### src/rtl/superh16_pkg.sv
// Shared types and helpers for the superh16 branch redirect slice.
package superh16_pkg;

    localparam int VADDR_WIDTH  = 64;
    localparam int ROB_ENTRIES  = 64;
    localparam int ROB_IDX_BITS = $clog2(ROB_ENTRIES);

    typedef logic [VADDR_WIDTH-1:0]  vaddr_t;
    typedef logic [ROB_IDX_BITS-1:0] rob_idx_t;

    // One predictor-update record handed to the BPU.
    typedef struct packed {
        vaddr_t pc;
        vaddr_t target;
        logic   taken;
        logic   mispredicted;
    } bp_update_t;

    typedef enum logic {
        RDR_IDLE,
        RDR_FLUSH
    } redirect_state_t;

    // Distance of a ROB entry from the head; smaller is older.
    // ROB_ENTRIES is a power of two, so the modulo falls out of the width.
    function automatic rob_idx_t rob_age(input rob_idx_t idx, input rob_idx_t head);
        return idx - head;
    endfunction

endpackage

### src/rtl/superh16_bp_update_fifo.sv
// Multi-write (one slot per lane), single-read FIFO of predictor updates.
// Pushes are packed into consecutive slots in ascending lane order; lanes
// that do not fit are dropped and counted in a saturating 16-bit counter.
module superh16_bp_update_fifo
    import superh16_pkg::*;
#(
    parameter int NUM_BR = 2,
    parameter int DEPTH  = 8
) (
    input  logic                    clk,
    input  logic                    rst_n,
    input  logic [NUM_BR-1:0]       push_i,
    input  bp_update_t [NUM_BR-1:0] push_data_i,
    output logic                    valid_o,
    input  logic                    ready_i,
    output bp_update_t              head_o,
    output logic [15:0]             drop_cnt_o
);

    localparam int AW = $clog2(DEPTH);
    // One extra pointer bit separates full (MSB differs) from empty (equal).
    localparam int PW = AW + 1;

    bp_update_t        mem_q [DEPTH];
    logic [PW-1:0]     wr_ptr_q, wr_ptr_d;
    logic [PW-1:0]     rd_ptr_q, rd_ptr_d;
    logic [15:0]       drop_cnt_q, drop_cnt_d;
    logic [PW-1:0]     count;
    logic [PW-1:0]     free;
    logic              pop;
    logic [NUM_BR-1:0] wr_en;
    logic [AW-1:0]     wr_addr [NUM_BR];
    logic [PW-1:0]     accepted;
    logic [PW-1:0]     dropped;
    logic [16:0]       drop_sum;

    assign count   = wr_ptr_q - rd_ptr_q;
    assign valid_o = (count != '0);
    assign pop     = valid_o & ready_i;
    // A pop in the same cycle frees its slot for this cycle's pushes.
    assign free    = PW'(DEPTH) - count + PW'(pop);

    // Assign each pushing lane the next free slot, lowest lane first.
    always_comb begin
        // NOTE: every output gets a default before any branch so no latch is inferred.
        wr_en    = '0;
        accepted = '0;
        dropped  = '0;
        for (int i = 0; i < NUM_BR; i++) begin
            wr_addr[i] = '0;
        end
        for (int i = 0; i < NUM_BR; i++) begin
            if (push_i[i]) begin
                if (accepted < free) begin
                    wr_en[i]   = 1'b1;
                    wr_addr[i] = AW'(wr_ptr_q + accepted);
                    accepted   = accepted + PW'(1);
                end else begin
                    dropped    = dropped + PW'(1);
                end
            end
        end
    end

    // Pointer advance and saturating drop accumulation.
    always_comb begin
        wr_ptr_d   = wr_ptr_q + accepted;
        rd_ptr_d   = rd_ptr_q + PW'(pop);
        drop_sum   = {1'b0, drop_cnt_q} + 17'(dropped);
        drop_cnt_d = drop_sum[16] ? 16'hFFFF : drop_sum[15:0];
    end

    // Control state: pointers and drop counter.
    always_ff @(posedge clk or negedge rst_n) begin
        // NOTE: sequential state uses non-blocking assignments so all flops update together.
        if (!rst_n) begin
            wr_ptr_q   <= '0;
            rd_ptr_q   <= '0;
            drop_cnt_q <= '0;
        end else begin
            wr_ptr_q   <= wr_ptr_d;
            rd_ptr_q   <= rd_ptr_d;
            drop_cnt_q <= drop_cnt_d;
        end
    end

    // Entry storage, written by every accepted lane.
    // NOTE: storage is deliberately not reset; head_o is gated by valid_o so stale data never leaks.
    always_ff @(posedge clk) begin
        for (int i = 0; i < NUM_BR; i++) begin
            if (wr_en[i]) begin
                mem_q[wr_addr[i]] <= push_data_i[i];
            end
        end
    end

    assign head_o     = valid_o ? mem_q[rd_ptr_q[AW-1:0]] : '0;
    assign drop_cnt_o = drop_cnt_q;

endmodule

### src/rtl/superh16_branch_redirect.sv
// Branch redirect arbiter: picks the oldest mispredicting lane by ROB age,
// issues a registered redirect/flush pulse, holds a flush window, and feeds
// surviving resolved branches into the predictor-update FIFO.
module superh16_branch_redirect
    import superh16_pkg::*;
#(
    parameter int NUM_BR       = 2,
    parameter int FLUSH_CYCLES = 2,
    parameter int UPD_DEPTH    = 8
) (
    input  logic                                   clk,
    input  logic                                   rst_n,
    input  logic [NUM_BR-1:0]                      br_resolved,
    input  logic [NUM_BR-1:0]                      br_taken,
    input  logic [NUM_BR-1:0]                      br_mispredicted,
    input  logic [NUM_BR-1:0][VADDR_WIDTH-1:0]     br_target,
    input  logic [NUM_BR-1:0][VADDR_WIDTH-1:0]     br_pc,
    input  logic [NUM_BR-1:0][ROB_IDX_BITS-1:0]    br_rob_idx,
    input  logic [ROB_IDX_BITS-1:0]                rob_head_idx,
    input  logic                                   ext_flush,
    output logic                                   redirect_valid,
    output logic [VADDR_WIDTH-1:0]                 redirect_pc,
    output logic                                   flush_valid,
    output logic [ROB_IDX_BITS-1:0]                flush_rob_idx,
    output logic                                   flush_active,
    output logic                                   upd_valid,
    input  logic                                   upd_ready,
    output logic [VADDR_WIDTH-1:0]                 upd_pc,
    output logic [VADDR_WIDTH-1:0]                 upd_target,
    output logic                                   upd_taken,
    output logic                                   upd_mispredicted,
    output logic [15:0]                            upd_drop_cnt
);

    localparam int LANE_W = (NUM_BR > 1) ? $clog2(NUM_BR) : 1;
    localparam int CNT_W  = (FLUSH_CYCLES > 1) ? $clog2(FLUSH_CYCLES) : 1;

    redirect_state_t state_q, state_d;
    logic [CNT_W-1:0] cnt_q, cnt_d;
    rob_idx_t         cur_rob_idx_q, cur_rob_idx_d;
    logic             redirect_valid_q, redirect_valid_d;
    vaddr_t           redirect_pc_q, redirect_pc_d;
    logic             flush_valid_q, flush_valid_d;
    rob_idx_t         flush_rob_idx_q, flush_rob_idx_d;

    rob_idx_t          age [NUM_BR];
    logic              cand_found;
    logic [LANE_W-1:0] cand_lane;
    rob_idx_t          cand_age;
    rob_idx_t          cur_age;
    logic              in_flush;
    logic              take_cand;

    logic [NUM_BR-1:0]       push;
    bp_update_t [NUM_BR-1:0] push_data;
    bp_update_t              upd_head;

    assign in_flush = (state_q == RDR_FLUSH);
    assign cur_age  = rob_age(cur_rob_idx_q, rob_head_idx);

    // Oldest mispredicting lane; strict compare keeps the lower lane on a tie.
    always_comb begin
        cand_found = 1'b0;
        cand_lane  = '0;
        cand_age   = '0;
        for (int i = 0; i < NUM_BR; i++) begin
            age[i] = rob_age(br_rob_idx[i], rob_head_idx);
            if (br_resolved[i] && br_mispredicted[i] && (!cand_found || age[i] < cand_age)) begin
                cand_found = 1'b1;
                cand_lane  = LANE_W'(i);
                cand_age   = age[i];
            end
        end
    end

    // While flushing, only a branch older than the one being flushed may redirect.
    assign take_cand = cand_found && !ext_flush && (!in_flush || cand_age < cur_age);

    // Update filter: drop lanes on the wrong path of this cycle's candidate
    // or of the branch currently being flushed.
    always_comb begin
        push = '0;
        for (int i = 0; i < NUM_BR; i++) begin
            push[i] = br_resolved[i] && !ext_flush
                      && (!cand_found || age[i] <= cand_age)
                      && (!in_flush || age[i] <= cur_age);
            push_data[i] = '{pc:           br_pc[i],
                             target:       br_target[i],
                             taken:        br_taken[i],
                             mispredicted: br_mispredicted[i]};
        end
    end

    // Next-state and pulse generation for the redirect FSM.
    always_comb begin
        state_d          = state_q;
        cnt_d            = cnt_q;
        cur_rob_idx_d    = cur_rob_idx_q;
        redirect_valid_d = 1'b0;
        redirect_pc_d    = redirect_pc_q;
        flush_valid_d    = 1'b0;
        flush_rob_idx_d  = flush_rob_idx_q;
        if (ext_flush) begin
            state_d = RDR_IDLE;
            cnt_d   = '0;
        end else if (take_cand) begin
            state_d          = RDR_FLUSH;
            cnt_d            = CNT_W'(FLUSH_CYCLES - 1);
            cur_rob_idx_d    = br_rob_idx[cand_lane];
            redirect_valid_d = 1'b1;
            redirect_pc_d    = br_target[cand_lane];
            flush_valid_d    = 1'b1;
            flush_rob_idx_d  = br_rob_idx[cand_lane];
        end else if (in_flush) begin
            if (cnt_q == '0) begin
                state_d = RDR_IDLE;
            end else begin
                cnt_d = cnt_q - CNT_W'(1);
            end
        end
    end

    // FSM state and registered redirect/flush outputs.
    always_ff @(posedge clk or negedge rst_n) begin
        if (!rst_n) begin
            state_q          <= RDR_IDLE;
            cnt_q            <= '0;
            cur_rob_idx_q    <= '0;
            redirect_valid_q <= 1'b0;
            redirect_pc_q    <= '0;
            flush_valid_q    <= 1'b0;
            flush_rob_idx_q  <= '0;
        end else begin
            state_q          <= state_d;
            cnt_q            <= cnt_d;
            cur_rob_idx_q    <= cur_rob_idx_d;
            redirect_valid_q <= redirect_valid_d;
            redirect_pc_q    <= redirect_pc_d;
            flush_valid_q    <= flush_valid_d;
            flush_rob_idx_q  <= flush_rob_idx_d;
        end
    end

    superh16_bp_update_fifo #(
        .NUM_BR (NUM_BR),
        .DEPTH  (UPD_DEPTH)
    ) u_upd_fifo (
        .clk         (clk),
        .rst_n       (rst_n),
        .push_i      (push),
        .push_data_i (push_data),
        .valid_o     (upd_valid),
        .ready_i     (upd_ready),
        .head_o      (upd_head),
        .drop_cnt_o  (upd_drop_cnt)
    );

    assign redirect_valid   = redirect_valid_q;
    assign redirect_pc      = redirect_pc_q;
    assign flush_valid      = flush_valid_q;
    assign flush_rob_idx    = flush_rob_idx_q;
    assign flush_active     = in_flush;
    assign upd_pc           = upd_head.pc;
    assign upd_target       = upd_head.target;
    assign upd_taken        = upd_head.taken;
    assign upd_mispredicted = upd_head.mispredicted;

endmodule

### config.mk
export PLATFORM = sky130hd
export DESIGN_NAME = superh16_branch_redirect
export DESIGN_NICKNAME = d
export VERILOG_FILES = /design/src/rtl/superh16_pkg.sv /design/src/rtl/superh16_bp_update_fifo.sv /design/src/rtl/superh16_branch_redirect.sv
export SDC_FILE = /design/constraint.sdc
export NUM_CORES = 2
export LEC_CHECK = 0
export CORE_UTILIZATION = 49
export DETAILED_ROUTE_END_ITERATION = 10
export GPL_TIMING_DRIVEN = 1
export HOLD_SLACK_MARGIN = 0.06
export PLACE_DENSITY = 0.69
export SYNTH_ARGS = -nofsm -noshare
export SYNTH_HDL_FRONTEND = slang
export SYNTH_SLANG_ARGS = --single-unit
### constraint.sdc
create_clock -name clk -period 17.05 [get_ports clk]
set_input_delay 1.705 -clock clk [delete_from_list [all_inputs] [get_ports clk]]
set_output_delay 1.705 -clock clk [all_outputs]
set_load 0.02 [all_outputs]
# Word-level counts from Yosys, hierarchy flattened
# Memory sizes are Yosys's and may differ from the RTL's.
# Cells that the tools add are included.
totals:
  wordCells: 98
  mem_bits_rw: 1040
  latchBits: 0
  input_bits: 284
  ff_bits: 97
  n_memories: 1
  rom_bits: 0
classes:
  shifts: 0
  n_div: 0
  order_cmp: 9
  muxes: 41
  reduce_logical: 24
  n_eq_ne: 0
  add_sub_neg: 13
  n_mul: 0
  n_bitwise: 2
memory_table:
  columns: ["name", "depth", "width", "read_ports", "rd_clocked_by_memory_dff", "wr", "line", "source"]
  rows:
  - ["u_upd_fifo.mem_q", 8, 130, 1, 0, 2, "superh16_bp_update_fifo.sv:24", "bp_update_t mem_q [DEPTH];"]
op_table:
  columns: ["op", "n"]
  rows:
  - ["$mux W130", 1]
  - ["$mux W64", 2]
  - ["$le A6 B6 Y1", 4]
  - ["$mux W1", 24]
  - ["$mux W6", 4]
  - ["$mux W4", 5]
  - ["$sub A6 B6 Y6", 3]
  - ["$add A16 B4 Y17", 1]
  - ["$mux W16", 1]
  - ["$lt A6 B6 Y1", 2]
  - ["$mux W3", 4]
  - ["$logic_and A1 B1 Y1", 11]
  - ["$add A4 B1 Y4", 2]
  - ["$logic_or A1 B1 Y1", 6]
  - ["$add A4 B1 Y4 const B", 1]
  - ["$add A4 B4 Y4", 1]
  - ["$logic_not A1 Y1", 4]
  - ["$lt A1 B4 Y1", 1]
  - ["$lt A1 B4 Y1 const A", 1]
  - ["$reduce_bool A4 Y1", 1]
  - ["$sub A4 B4 Y4", 1]
  - ["$sub A4 B4 Y4 const A", 1]
  - ["$add A3 B3 Y3", 1]
  - ["$reduce_bool A3 Y1", 1]
  - ["6 further kinds", 6]

# Longest topological paths before layout
depth:
  depth_word: 16
  mapped_depth: 39

# By module
# A second synthesis with hierarchy kept.
unflattened:
  cells_unflattened: 3548
  area_unflattened_um2: 58250.9
modules_own_cells:
  columns: ["mod", "seq_area_each_um2", "area_per_inst_um2", "cells_each", "instances"]
  rows:
  - ["superh16_bp_update_fifo", 31830.5, 53104.7, 3117, 1]
  - ["superh16_branch_redirect", 1826.8, 5146.2, 431, 1]

# Worst setup path before layout
# Ideal clock, no wire load.
synth_timing:
  path_type: "input to register"
  start: "input port rob_head_idx[2]"
  end: "memory u_upd_fifo.mem_q[2][0] (netlist name) (enable)"
  slack_ns: 0.491
  t_required_ns: 16.241
  arrival_ns: 15.749
  n_path_buf: 2
  path_stages: 26
  setup_ns: 0.809
  path_cell_list: "inv_1 -> ha_1 -> a21oi_1 -> o21ai_0 -> a21o_1 -> a21oi_1 -> xnor2_1 -> nand2_1 -> ha_1 -> a211oi_1 -> a31oi_4 -> nor2_1 -> clkbuf_1 -> clkbuf_1 -> nand2_1 -> o21ai_0 -> inv_1 -> ha_1 -> and3_1 -> nand3_1 -> a221oi_1 -> a211oi_1 -> o21ai_1 -> and3_1 -> nand2_1 -> o31ai_1"
synth_lines:
  columns: ["element", "line", "source"]
  rows:
  - ["start, declared", "superh16_branch_redirect.sv:19", "input logic [ROB_IDX_BITS-1:0] rob_head_idx,"]
  - ["end, declared", "superh16_bp_update_fifo.sv:24", null]

==> impl_metrics.ini <==
[worst_setup_path]
cp_data_required_time_ns = 17.40
slowest_stage = nand4b_4
end_kind = flop
cpPeakStageDelay_ns = 0.87
path_buf_inv = 5
critical_path.max_fanout = 39
arrival_ns = 10.81
critical_path.top_delay_family = compound AO/OA/AOI/OAI gates
worstSetupPathType = in -> reg
critPathLaunchType = input port

[finish]
fin_area_um2 = 69300
drive_gt1_frac = 0.389
nFillCells = 9384
final_cell_mix = edfxtp_1, mux2_2, clkdlybuf4s50_1
area_growth_pct = 17.1
fin_cells = 5723
layout_commonest_cell = edfxtp_1
final_nets = 4356
final_core_util = 0.578

[clocking]
cts_resized = 0
postCtsSetupBuffers = 0
clkTransAtPathRegs_ns = 0.06
insertion_delay_ns = 0.72
h-tree-depth = 3
clockBufferDepth = 3
cts_tree = built
cts_buffers = 120
cts.sinks = 1137
cts_hold_buf = 0
cts_root_buf = clkbuf_16

[global_routing]
grt_pass1_wl_um = 240000
grt_util_all_layers = 0.264
antenna_found_initial = 12
grt_pass1_vias = 36400
grt_overflow = 0
grt_max_degree = 131

[timing]
fmax_ghz = 0.0956
hold_viol_final = 0
fin_ws_ns = 6.59
min_period_over_period = 0.614
setup_tns_ns = 0
hold_ws_ns = 0.501
setup_viol = 0
slew_violations = 0
layout_min_cycle_time_ns = 10.46
slew_headroom = 0.254
skew_ns = 0.0284
rsz0062_at_grt = false
tightest_slew_ns = 1.12

[placed_design]
post-dp-hpwl_um = 94000
portBuffers = 503
routabilityCongestion = 0.852
dp.cells = 5497
place_ws_ns = 5.84
postPlaceCellArea_um2 = 65500

[detailed_routing]
detail-route-antenna-nets = 0
first_pass_iters = 5
wl_per_cell_um = 28.4
vias = 34700
route.detailed.drc = 0
wl_um = 163000
via_per_inst = 6.07
drtIter0Drc = 3130

[synthesis]
async_flop_share = 0.0853
synth_seq_cells = 1137
ys_seq_area_frac = 0.569
ys_types = 60
synth_edf_count = 1040
syn-num-nets = 3917
netlist_area_um2 = 59200
syn_inst = 3568
synthFlopType = edfxtp_1
syn_avg_cell_area_um2 = 16.6
synth-warning-count = 0

[pwr]
combPwrFrac = 0.448
leakage_nw = 23.8
power_density_nw_per_um2 = 169
pwr-share-clk = 0.218
vdd_drop_max_uv = 131
switching_share = 0.367
netSwitchingPower_mw = 4.29
intPower_mw = 7.40
power_mw = 11.7
power_frac_seq = 0.334

[floorplanning]
initial_core_util = 0.494
core_region_area_um2 = 120000
die_y_um = 350
io_pins = 504
dieArea_um2 = 122000
dieWidth_um = 350
rows = 127

[outcome]
status = complete, no violations

[min_path]
hp-class = reg -> reg

[flow_run]
maxCapViolCount = 0
-- cell usage after synthesis (6+ instances only) --
library cell / number / area [µm²]
mux2_1: 93 / 1050
dfrtp_1: 97 / 2430
xor2_1: 13 / 114
buf_6: 39 / 439
nand2_1: 306 / 1150
a21o_1: 10 / 75.1
fa_1: 6 / 120
inv_1: 33 / 124
clkbuf_1: 75 / 282
and3_1: 6 / 37.5
o21a_1: 8 / 60.1
mux4_2: 260 / 5860
nor2b_1: 6 / 37.5
a21oi_1: 153 / 766
and2_1: 7 / 43.8
buf_4: 10 / 75.1
mux2_4: 178 / 2670
mux2_2: 911 / 10300
o21ai_0: 16 / 80.1
ha_1: 59 / 738
xnor2_1: 24 / 210
nand3_1: 11 / 55.1
buf_1: 39 / 146
nor2_1: 18 / 67.6
edfxtp_1: 1040 / 31200
buf_2: 77 / 385
-- area by class of cell --
cell class / instances / area, µm² / area share
timing repair buffer: 557 / 5500 / 0.0794
multi-input combinational: 2157 / 24200 / 0.349
clock inverter: 69 / 624 / 0.00901
antenna: 4 / 10.0 / 0.000144
tap: 1612 / 2020 / 0.0291
sequential: 1137 / 33700 / 0.486
inverter: 34 / 133 / 0.00191
clock buffer: 153 / 3150 / 0.0454
-- final timing paths --
path	start	end	slack (ns)	depth (start not counted)
worst max-delay path	rob_head_idx[1]	u_upd_fifo.mem_q[6][9]$_DFFE_PP_	6.59	26
worst min-delay path	u_upd_fifo.rd_ptr_q[3]$_DFF_PN0_	u_upd_fifo.rd_ptr_q[3]$_DFF_PN0_	0.50	1
worst max register to register	flush_rob_idx[0]$_DFFE_PN0P_	u_upd_fifo.mem_q[6][9]$_DFFE_PP_	10.06	15
worst min register to register	u_upd_fifo.rd_ptr_q[3]$_DFF_PN0_	u_upd_fifo.rd_ptr_q[3]$_DFF_PN0_	0.50	1
max in group asynchronous	rst_n	u_upd_fifo.rd_ptr_q[1]$_DFF_PN0_	14.67	2
min in group asynchronous	rst_n	redirect_pc[26]$_DFFE_PN0P_	1.03	1
-- layer usage --
layer / global-route usage / vias up / share of wire
met3: 0.0460 / 206 / 0.071
li1: - / 15000 / -
met2: 0.425 / 1284 / 0.48
met4: 0.0638 / 14 / 0.019
met5: 0 / - / 0.00051
met1: 0.373 / 18200 / 0.43
-- logic make-up after synthesis --
family | after synthesis | share of synthesized area
and+or+nand+nor | 391 | 0.0296
DFF | 1137 | 0.569
adders and majority gates | 65 | 0.0145
AOI/OAI and AO/OA | 221 | 0.0215
muxes | 1442 | 0.335
buffers and inverters | 274 | 0.0246
xor gates and xnor gates | 38 | 0.00575
-- state kept, by name (all words and copies together) (netlist names) --
register               cells
u_upd_fifo.rd_ptr_q        4
flush_valid                1
u_upd_fifo.drop_cnt_o     16
redirect_pc               64
flush_rob_idx              6
flush_active               1
cnt_q                      1
u_upd_fifo.wr_ptr_q        4
u_upd_fifo.mem_q        1040
-- worst register-to-register path, stage by stage (launching register included) --
cell and delay, ns:
dfrtp_1 0.39, inv_1 0.06, ha_1 0.16, inv_1 0.07, fa_1 0.41, xnor2_1 0.57, ha_1 0.36, o21a_1 0.11
o21a_1 0.17, o41ai_1 0.57, o211ai_1 0.21, a21oi_2 0.80, nand4b_4 0.88, o21ai_4 0.59, buf_4 0.52, buf_4 0.72
-- power groups by stage --
stage | Combinational, mW | Clock [mW] | Sequential, mW
2_1_floorplan | 3.11 | 0 | 4.13
3_3_place_gp | 5.24 | 0 | 3.95
3_5_place_dp | 5.25 | 0 | 3.97
4_1_cts | 5.28 | 2.59 | 3.91
5_1_grt | 5.55 | 2.70 | 3.95
6_report | 5.24 | 2.55 | 3.91
No activity file was read; power rests on OpenSTA's default activity.
